**src/rtl/arm_pkg.sv**
```systemverilog
// ----------------------------------------------------------------------------
// arm_pkg
// Shared definitions for the ARM-style status register slice:
//   - condition code encodings (EQ..AL)
//   - NZCV flag bit positions within the flag vector (MSB = N)
//   - flag vector width
//   - state type of the CPSR/SPSR shadow FSM
// ----------------------------------------------------------------------------
package arm_pkg;

    localparam int FLAG_W = 4;

    // Flag bit positions inside an NZCV vector.
    localparam int N_BIT = 3;
    localparam int Z_BIT = 2;
    localparam int C_BIT = 1;
    localparam int V_BIT = 0;

    // Condition field encodings.
    localparam logic [3:0] COND_EQ = 4'd0;
    localparam logic [3:0] COND_NE = 4'd1;
    localparam logic [3:0] COND_CS = 4'd2;
    localparam logic [3:0] COND_CC = 4'd3;
    localparam logic [3:0] COND_MI = 4'd4;
    localparam logic [3:0] COND_PL = 4'd5;
    localparam logic [3:0] COND_VS = 4'd6;
    localparam logic [3:0] COND_VC = 4'd7;
    localparam logic [3:0] COND_HI = 4'd8;
    localparam logic [3:0] COND_LS = 4'd9;
    localparam logic [3:0] COND_GE = 4'd10;
    localparam logic [3:0] COND_LT = 4'd11;
    localparam logic [3:0] COND_GT = 4'd12;
    localparam logic [3:0] COND_LE = 4'd13;
    localparam logic [3:0] COND_AL = 4'd14;

    // Encoding 15 behaves as "always" too, so it never needs flags.
    localparam logic [3:0] COND_NV = 4'd15;

    // NORMAL: no saved context.  SAVED: SPSR holds a context.
    typedef enum logic {
        NORMAL = 1'b0,
        SAVED  = 1'b1
    } sr_state_t;

    // True when a condition field does not depend on the flags at all.
    function automatic logic cond_is_unconditional(input logic [3:0] cond,
                                                   input logic [3:0] al_code);
        return (cond == al_code) || (cond == COND_NV);
    endfunction

endpackage

```
**src/rtl/flag_next_mux.sv**
```systemverilog
// ----------------------------------------------------------------------------
// flag_next_mux
// Combinational priority chain that produces the next CPSR flag value.
// Priority, highest first: accepted restore, masked MSR write, ALU update
// with S bit, hold.  Lower-priority sources in the same cycle are dropped.
//
// Ports:
//   cpsr       in  FLAG_W  current registered flags
//   spsr       in  FLAG_W  shadow flags (restore source)
//   restore    in  1       restore accepted by the FSM this cycle
//   msr_we     in  1       direct flag write
//   msr_mask   in  FLAG_W  per-bit write enable for msr_data
//   msr_data   in  FLAG_W  direct write data
//   alu_we     in  1       valid flag-setting ALU instruction in EXE
//   alu_nzcv   in  FLAG_W  ALU-produced flags
//   nzcv_next  out FLAG_W  next CPSR value
// ----------------------------------------------------------------------------
module flag_next_mux #(
    parameter int FLAG_W = 4
) (
    input  logic [FLAG_W-1:0] cpsr,
    input  logic [FLAG_W-1:0] spsr,
    input  logic              restore,
    input  logic              msr_we,
    input  logic [FLAG_W-1:0] msr_mask,
    input  logic [FLAG_W-1:0] msr_data,
    input  logic              alu_we,
    input  logic [FLAG_W-1:0] alu_nzcv,
    output logic [FLAG_W-1:0] nzcv_next
);

    always_comb begin
        nzcv_next = cpsr;
        if (restore) begin
            nzcv_next = spsr;
        end else if (msr_we) begin
            // Unmasked bits keep their current value.
            nzcv_next = (msr_data & msr_mask) | (cpsr & ~msr_mask);
        end else if (alu_we) begin
            nzcv_next = alu_nzcv;
        end
    end

endmodule

```
**src/rtl/status_register_unit.sv**
```systemverilog
// ----------------------------------------------------------------------------
// status_register_unit
// Holds the architectural NZCV flags (CPSR condition field), a single-level
// SPSR shadow for exception entry/return, and the ID/EXE flag hazard check.
//
// Configuration macro: STATUS_REG_FLAG_BYPASS_EN
//   undefined (default): nzcv_out is the registered CPSR, flag_hazard active.
//   defined            : nzcv_out is the CPSR next value (same-cycle
//                        visibility), flag_hazard tied low.
//
// Ports:
//   clk          in  1       rising-edge clock
//   rst          in  1       asynchronous active-low reset
//   exe_valid    in  1       EXE stage holds a valid instruction
//   exe_s        in  1       EXE instruction sets flags
//   alu_nzcv     in  FLAG_W  ALU flags this cycle
//   msr_we       in  1       direct flag write request
//   msr_mask     in  FLAG_W  per-bit write enable for msr_data
//   msr_data     in  FLAG_W  direct write data
//   save_req     in  1       exception entry: CPSR -> SPSR
//   restore_req  in  1       exception return: SPSR -> CPSR
//   id_valid     in  1       ID stage holds a valid instruction
//   id_cond      in  4       condition field of the ID instruction
//   nzcv_out     out FLAG_W  flags to the condition check
//   spsr_out     out FLAG_W  shadow flags
//   spsr_valid   out 1       shadow holds a saved value
//   flag_hazard  out 1       stall request
//   seq_err      out 1       one-cycle pulse on illegal save/restore
// ----------------------------------------------------------------------------
module status_register_unit
    import arm_pkg::*;
#(
    parameter int                FLAG_W      = arm_pkg::FLAG_W,
    parameter logic [FLAG_W-1:0] RESET_FLAGS = '0,
    parameter logic [3:0]        AL_CODE     = 4'd14
) (
    input  logic              clk,
    input  logic              rst,
    input  logic              exe_valid,
    input  logic              exe_s,
    input  logic [FLAG_W-1:0] alu_nzcv,
    input  logic              msr_we,
    input  logic [FLAG_W-1:0] msr_mask,
    input  logic [FLAG_W-1:0] msr_data,
    input  logic              save_req,
    input  logic              restore_req,
    input  logic              id_valid,
    input  logic [3:0]        id_cond,
    output logic [FLAG_W-1:0] nzcv_out,
    output logic [FLAG_W-1:0] spsr_out,
    output logic              spsr_valid,
    output logic              flag_hazard,
    output logic              seq_err
);

    sr_state_t         state;
    sr_state_t         state_next;
    logic [FLAG_W-1:0] cpsr;
    logic [FLAG_W-1:0] spsr;
    logic [FLAG_W-1:0] cpsr_next;
    logic              save_acc;
    logic              restore_acc;
    logic              err_event;
    logic              alu_we;

    assign alu_we = exe_valid & exe_s;

    // FSM next state and accept/error decode.  In SAVED a simultaneous
    // save is silently swallowed by the restore; in NORMAL the save wins
    // and the stray restore is reported.
    always_comb begin
        state_next  = state;
        save_acc    = 1'b0;
        restore_acc = 1'b0;
        err_event   = 1'b0;
        case (state)
            NORMAL: begin
                if (save_req) begin
                    save_acc   = 1'b1;
                    state_next = SAVED;
                end
                if (restore_req) begin
                    err_event = 1'b1;
                end
            end
            SAVED: begin
                if (restore_req) begin
                    restore_acc = 1'b1;
                    state_next  = NORMAL;
                end else if (save_req) begin
                    err_event = 1'b1;
                end
            end
            default: begin
                state_next = NORMAL;
            end
        endcase
    end

    flag_next_mux #(
        .FLAG_W (FLAG_W)
    ) u_flag_next_mux (
        .cpsr      (cpsr),
        .spsr      (spsr),
        .restore   (restore_acc),
        .msr_we    (msr_we),
        .msr_mask  (msr_mask),
        .msr_data  (msr_data),
        .alu_we    (alu_we),
        .alu_nzcv  (alu_nzcv),
        .nzcv_next (cpsr_next)
    );

    // State, flag and shadow registers.  SPSR captures the pre-update CPSR
    // of the save cycle.
    always_ff @(posedge clk or negedge rst) begin
        if (!rst) begin
            state   <= NORMAL;
            cpsr    <= RESET_FLAGS;
            spsr    <= '0;
            seq_err <= 1'b0;
        end else begin
            state   <= state_next;
            cpsr    <= cpsr_next;
            seq_err <= err_event;
            if (save_acc) begin
                spsr <= cpsr;
            end
        end
    end

    assign spsr_out   = spsr;
    assign spsr_valid = (state == SAVED);

`ifdef STATUS_REG_FLAG_BYPASS_EN
    // Same-cycle visibility: the condition check sees the value being written.
    assign nzcv_out    = cpsr_next;
    assign flag_hazard = 1'b0;
`else
    // A flag-reading instruction in ID must wait while any flag writer is
    // active in the same cycle; flag contents never enter this term.
    assign nzcv_out    = cpsr;
    assign flag_hazard = id_valid & ~cond_is_unconditional(id_cond, AL_CODE)
                         & (alu_we | msr_we | restore_acc);
`endif

endmodule

```
**config.mk**
```make
export PLATFORM = sky130hd
export DESIGN_NAME = status_register_unit
export DESIGN_NICKNAME = d
export VERILOG_FILES = /design/src/rtl/arm_pkg.sv /design/src/rtl/flag_next_mux.sv /design/src/rtl/status_register_unit.sv
export SDC_FILE = /design/constraint.sdc
export NUM_CORES = 1
export LEC_CHECK = 0
export ABC_CLOCK_PERIOD_IN_PS = 1100
export CORE_MARGIN = 5
export CORE_UTILIZATION = 33
export DETAILED_ROUTE_END_ITERATION = 6
export PLACE_DENSITY = 0.84
export SYNTH_ARGS = -nofsm -noshare
export SYNTH_HDL_FRONTEND = slang
export SYNTH_SLANG_ARGS = --single-unit
```
**constraint.sdc**
```tcl
create_clock -name clk -period 1.1 [get_ports clk]
set_input_delay 0.33 -clock clk [delete_from_list [all_inputs] [get_ports clk]]
set_output_delay 0.33 -clock clk [all_outputs]
set_load 0.01 [all_outputs]
```
==> results.sh, run 1 <==
export IMPL_grt_max_degree=14
export IMPL_synth_cells=55
export IMPL_die_y_um=52.66
export IMPL_die_area_um2=2773
export IMPL_cts_buffer_depth=2
export IMPL_critPathRequiredTime_ns=0.77
export IMPL_topRoutingLayerUsed="met3"
export IMPL_ys_warnings_count=0
export IMPL_worst_slew_pin_slew_ns=0.4305
export IMPL_ioPinCount=35
export IMPL_clock_skew_ns=0.004920
export IMPL_tritoncts="done"
export IMPL_power_density_nw_per_um2=1568
export IMPL_ant_nets=0
export IMPL_clk_pin_slew_ns=0.07
export IMPL_antenna_found_initial=0
export IMPL_final_core_util_pct=68.04
export IMPL_ir_drop_uv=604.7
export IMPL_clock_sinks=10
export IMPL_register_area_um2=250.2
export IMPL_htreeDepth=1
export IMPL_fin_ws_ns=-0.3520
export IMPL_synth_edf_count=0
export IMPL_swShare_pct=29.52
export IMPL_drv_slew=0
export IMPL_fin_area_um2=1175
export IMPL_viasPerCell=4.752
export IMPL_wl_met2_um=870
export IMPL_drc=0
export IMPL_crit_arrival_ns=1.12
export IMPL_synthTopCellsByArea="dfrtp_1, mux2_4, nand3_1, mux2_2, and3b_1"
export IMPL_grt_pass1_wl_um=2994
export IMPL_drive_gt1_share_pct=48.15
export IMPL_path_max_fanout=2
export IMPL_startpoint_type="register"
export IMPL_yosys_area_top_type_share_pct=41.67
export IMPL_ys_dominant_reg_cell="dfrtp_1"
export IMPL_p_leak_nw=0.5936
export IMPL_p_sw_mw=0.5439
export IMPL_yosysSeqAreaShare_pct=41.67
export IMPL_multi_input_area_um2=401.6
export IMPL_initial_utilization_pct=34.78
export IMPL_placed_area_um2=1077
export IMPL_reg2reg_depth=5
export IMPL_grt_pass1_vias=692
export IMPL_min_period_ns=1.452
export IMPL_syn_cell_area_um2=600.6
export IMPL_nNetsFinal=133
export IMPL_core_um2=1727
export IMPL_outcome="finished with violations"
export IMPL_p_int_mw=1.298
export IMPL_setup_viol=20
export IMPL_post_place_cells=124
export IMPL_drtIter0Drc=16
export IMPL_endpoint_kind="primary output"
export IMPL_wl_um=1815
export IMPL_fmax_ghz=0.6887
export IMPL_grt_usage_pct=15.19
export IMPL_synth_top_area_cell="dfrtp_1"
export IMPL_wl_met1_um=811
export IMPL_numCtsBuffers=3
export IMPL_place_congestion=0.7597
export IMPL_ys_ff_latch=10
export IMPL_cts_root_buf="clkbuf_4"
export IMPL_nFillCells=143
export IMPL_grt_overflow_total=0
export IMPL_relSlewSlack_pct=71.21
export IMPL_ctsHoldBuffers=0
export IMPL_combPwrFrac_pct=52.3
export IMPL_instances_no_fill=133
export IMPL_wl_per_cell_um=13.65
export IMPL_synth_cell_types=19
export IMPL_area_growth_pct=95.63
export IMPL_crit_type="reg2out"
export IMPL_maxCapViolations=0
export IMPL_fin_crit_sh_pct=132.0
export IMPL_min_path_type="in2async"
export IMPL_yosys_top_cells_count="dfrtp_1, nand3_1, nand2_1"
export IMPL_dieWidth_um=52.66
export IMPL_clock_latency_ns=0.27
export IMPL_rsz0062_at_grt="yes"
export IMPL_sequentialPowerShare_pct=29.5
export IMPL_vias=632
export IMPL_port_buffers=33
export IMPL_pre_cts_ws_ns=-0.8459
export IMPL_dr_wl_met3_um=134
export IMPL_violations="setup timing"
export IMPL_whs_ns=0.3623
export IMPL_row_count=15
export IMPL_async_flop_share_pct=100.0
export IMPL_diodes=0
export IMPL_hold_violations=0
export IMPL_synth_net_count=79
export IMPL_dr_pass1_iters=4
export IMPL_clkPwrFrac_pct=18.2
export IMPL_dp_final_hpwl_um=1327
export IMPL_avgSynthCellArea_um2=10.92
[cells in the final DEF (no fill, tap or decap), types with 2 or more instances in the layout]
master / n
nand3_4: 2
mux2_4: 8
and3b_1: 4
a31oi_1: 4
nand3_1: 6
nand3_2: 2
nand2_1: 5
dlygate4sd2_1: 4
buf_4: 14
clkbuf_4: 3
buf_6: 3
buf_2: 10
clkdlybuf4s50_1: 18
dfrtp_1: 10
nand2b_2: 3
[cells by family after synthesis]
logic type	share of synthesized area, %
simple gates	29.38
flops	41.67
mux	17.50
compound gates	7.708
buf+inv	3.750
[what timing repair did]
item / CTS / global route
pin swaps: 2 / 2
setup buffers: 4 / 1
gates cloned: 1 / 0
resized for setup: 56 / 4
setup endpoints to repair: 19 / 21
[power groups by stage]
stage / logic, mW / clock network [mW] / registers (mW)
3_3_place_gp: 0.932 / 0 / 0.551
3_5_place_dp: 0.950 / 0 / 0.557
6_report: 0.963 / 0.336 / 0.543
2_1_floorplan: 0.315 / 0 / 0.630
4_1_cts: 0.949 / 0.339 / 0.547
5_1_grt: 1.02 / 0.360 / 0.562
[through the flow]
step           setup TNS [ns]  power, mW
3_5_place_dp           -6.872      1.507
3_3_place_gp           -6.671      1.483
6_report               -3.435      1.842
4_1_cts                -3.340      1.835
5_1_grt                -4.159      1.942
2_1_floorplan         -0.4925     0.9448
[cell type report]
| cell class | instances | share of cell area [%] |
|---|---|---|
| clock buffer | 4 | 3.088 |
| inverter | 1 | 0.3195 |
| multi-input combinational | 42 | 34.19 |
| sequential | 10 | 21.30 |
| tap | 25 | 2.662 |
| timing repair buffer | 51 | 38.45 |
[worst max-delay path, cell delays in order (launching register included)]
cell	delay [ns]
dfrtp_1	0.40
a221oi_2	0.25
nor2_1	0.06
buf_2	0.14
[routing by layer]
layer / vias to the layer above / global-route usage, %
met5: - / 0
met4: 0 / 8.936
met3: 0 / 3.134
met2: 28 / 25.41
met1: 294 / 17.59
li1: 310 / -
[final timing paths]
check,start,end,slack [ns]
max,spsr_valid,flag_hazard,-0.35
min,rst,seq_err,0.36
max reg2reg,spsr_valid,spsr_out[0],-0.34
min reg2reg,spsr_out[1],spsr_out[1],0.60
max in group asynchronous,rst,async pin,0.44
min in group clk,spsr_out[1],spsr_out[1],0.60
Power figures use the tool's default switching activity.
==> run 2, diff against run 1 <==
--- a/config.mk
+++ b/config.mk
@@ -7,9 +7,10 @@
 export LEC_CHECK = 0
 export ABC_CLOCK_PERIOD_IN_PS = 1100
 export CORE_MARGIN = 5
-export CORE_UTILIZATION = 33
+export CORE_UTILIZATION = 34
+export CTS_BUF_LIST = sky130_fd_sc_hd__clkbuf_8
 export DETAILED_ROUTE_END_ITERATION = 6
-export PLACE_DENSITY = 0.84
+export PLACE_DENSITY = 0.86
 export SYNTH_ARGS = -nofsm -noshare
 export SYNTH_HDL_FRONTEND = slang
 export SYNTH_SLANG_ARGS = --single-unit
==> results.sh, run 2 (same netlist as run 1, synthesis figures left out) <==
export IMPL_outcome="finished with violations"
export IMPL_violations="setup timing"
export IMPL_path_max_fanout=2
export IMPL_path_buf_inv=1
export IMPL_die_area_um2=2707
export IMPL_grt_pass1_vias=706
export IMPL_instances_no_fill=133
export IMPL_p_leak_nw=0.5906
export IMPL_timing_rr_end="spsr_out[0]"
export IMPL_power_density_nw_per_um2=1606
export IMPL_post_place_cells=124
export IMPL_dp_final_hpwl_um=1379
export IMPL_initial_utilization_pct=35.16
export IMPL_drv_slew=0
export IMPL_fin_crit_sh_pct=127.5
export IMPL_clk_pin_slew_ns=0.05
export IMPL_nNetsFinal=134
export IMPL_tritoncts="done"
export IMPL_endpoint_kind="primary output"
export IMPL_row_count=15
export IMPL_nFillCells=128
export IMPL_drtIter0Drc=9
export IMPL_min_path_type="in2async"
export IMPL_setup_tns_ns=-1.901
export IMPL_final_core_util_pct=68.21
export IMPL_grt_max_degree=14
export IMPL_diodes=0
export IMPL_die_y_um=52.03
export IMPL_path_delay_family="flip-flops"
export IMPL_dr_pass1_iters=4
export IMPL_dieWidth_um=52.03
export IMPL_htreeDepth=1
export IMPL_core_um2=1708
export IMPL_area_growth_pct=93.96
export IMPL_rsz0062_at_grt="yes"
export IMPL_crit_arrival_ns=1.07
export IMPL_clock_skew_ns=0.0003520
export IMPL_startpoint_type="register"
export IMPL_viasPerCell=4.602
export IMPL_vias=612
export IMPL_grt_usage_pct=16.12
export IMPL_crit_type="reg2out"
export IMPL_r2r_start="spsr_valid"
export IMPL_numCtsBuffers=3
export IMPL_reg2reg_slack_ns=-0.21
export IMPL_wl_um=1827
export IMPL_placed_area_um2=1077
export IMPL_maxCapViolations=0
export IMPL_drive_gt1_share_pct=48.15
export IMPL_place_congestion=0.7797
export IMPL_crit_chain="a221oi_2 -> nor2_1 -> buf_2"
export IMPL_ioPinCount=35
export IMPL_clock_sinks=10
export IMPL_worst_slew_pin_slew_ns=0.4434
export IMPL_fmax_ghz=0.7129
export IMPL_fin_ws_ns=-0.3027
export IMPL_grt_overflow_total=0
export IMPL_antenna_found_initial=0
export IMPL_pre_cts_ws_ns=-0.8380
export IMPL_critPathRequiredTime_ns=0.77
export IMPL_reg2reg_depth=4
export IMPL_hold_violations=0
export IMPL_clock_latency_ns=0.23
export IMPL_min_period_ns=1.403
export IMPL_cts_root_buf="clkbuf_8"
export IMPL_relSlewSlack_pct=70.34
export IMPL_ctsHoldBuffers=0
export IMPL_cp_slowest_stage_delay_ns=0.41
export IMPL_cts_buffer_depth=2
export IMPL_grt_pass1_wl_um=3139
export IMPL_setup_viol=10
export IMPL_fin_area_um2=1165
export IMPL_ir_drop_uv=772.4
export IMPL_mostFrequentLayoutCells="clkdlybuf4s50_1, buf_4, dfrtp_1, buf_2, mux2_4"
export IMPL_cp_slowest_cell="dfrtp_1"
export IMPL_ant_nets=0
export IMPL_wl_per_cell_um=13.74
export IMPL_port_buffers=33
export IMPL_drc=0
-- run 2: changes by cell type in the layout (fill, tap and decap cells not counted), sizes merged --
cell,change
buf,+2
clkdlybuf4s50,-3
clkbuf,-1
dlygate4sd2,+3
bufbuf,-1
-- run 2: through the flow --
stage	power, mW	hold WS [ns]
after CTS	1.838	0.4253
after global placement	1.481	0.5869
final	1.871	0.4098
after global routing	1.974	0.4626
after floorplan	0.9448	0.03441
after detailed placement	1.511	0.5900
-- run 2: repair_timing --
item                                    CTS  global route
buffers inserted                          5             1
pin swaps                                 6             1
gates resized for setup                  58             4
endpoints found under the setup margin   21            13
-- run 2: worst max-delay path by stage --
stage                     start           to  cells after the start
floorplan            spsr_valid  flag_hazard                      3
global placement    restore_req  flag_hazard                      4
detailed placement  restore_req  flag_hazard                      4
CTS                  spsr_valid  flag_hazard                      3
global route         spsr_valid  flag_hazard                      3
finish               spsr_valid  flag_hazard                      3
-- run 2: power by group --
group          total, mW  internal (mW)  switching [mW]  leakage [nW]
combinational      0.947          0.593           0.355         0.448
clock              0.375          0.239           0.136        0.0216
sequential         0.548          0.489          0.0592         0.121
-- run 2: cell type report --
| cell class | instances | area (µm²) | area share [%] |
|---|---|---|---|
| Clock buffer | 3 | 41.29 | 3.545 |
| Tap cell | 25 | 31.28 | 2.685 |
| Multi-Input combinational cell | 42 | 401.6 | 34.48 |
| Timing Repair Buffer | 52 | 436.7 | 37.49 |
| Sequential cell | 10 | 250.2 | 21.48 |
| Inverter | 1 | 3.754 | 0.3222 |
-- run 2: worst register-to-register path, stage by stage, from the launching register on --
cell,delay (ns)
dfrtp_1,0.41
buf_6,0.15
buf_6,0.11
nor2b_4,0.20
mux2_4,0.32
-- run 2: layer usage --
metal / up-vias / wire length [µm] / part of all wire, % / global-route usage, %
li1: 305 / - / - / -
met1: 276 / 708 / 39 / 16.99
met2: 29 / 955 / 52 / 30.13
met3: 2 / 144 / 7.9 / 3.725
met4: 0 / 19 / 1.0 / 6.550
met5: - / 0 / 0 / 0
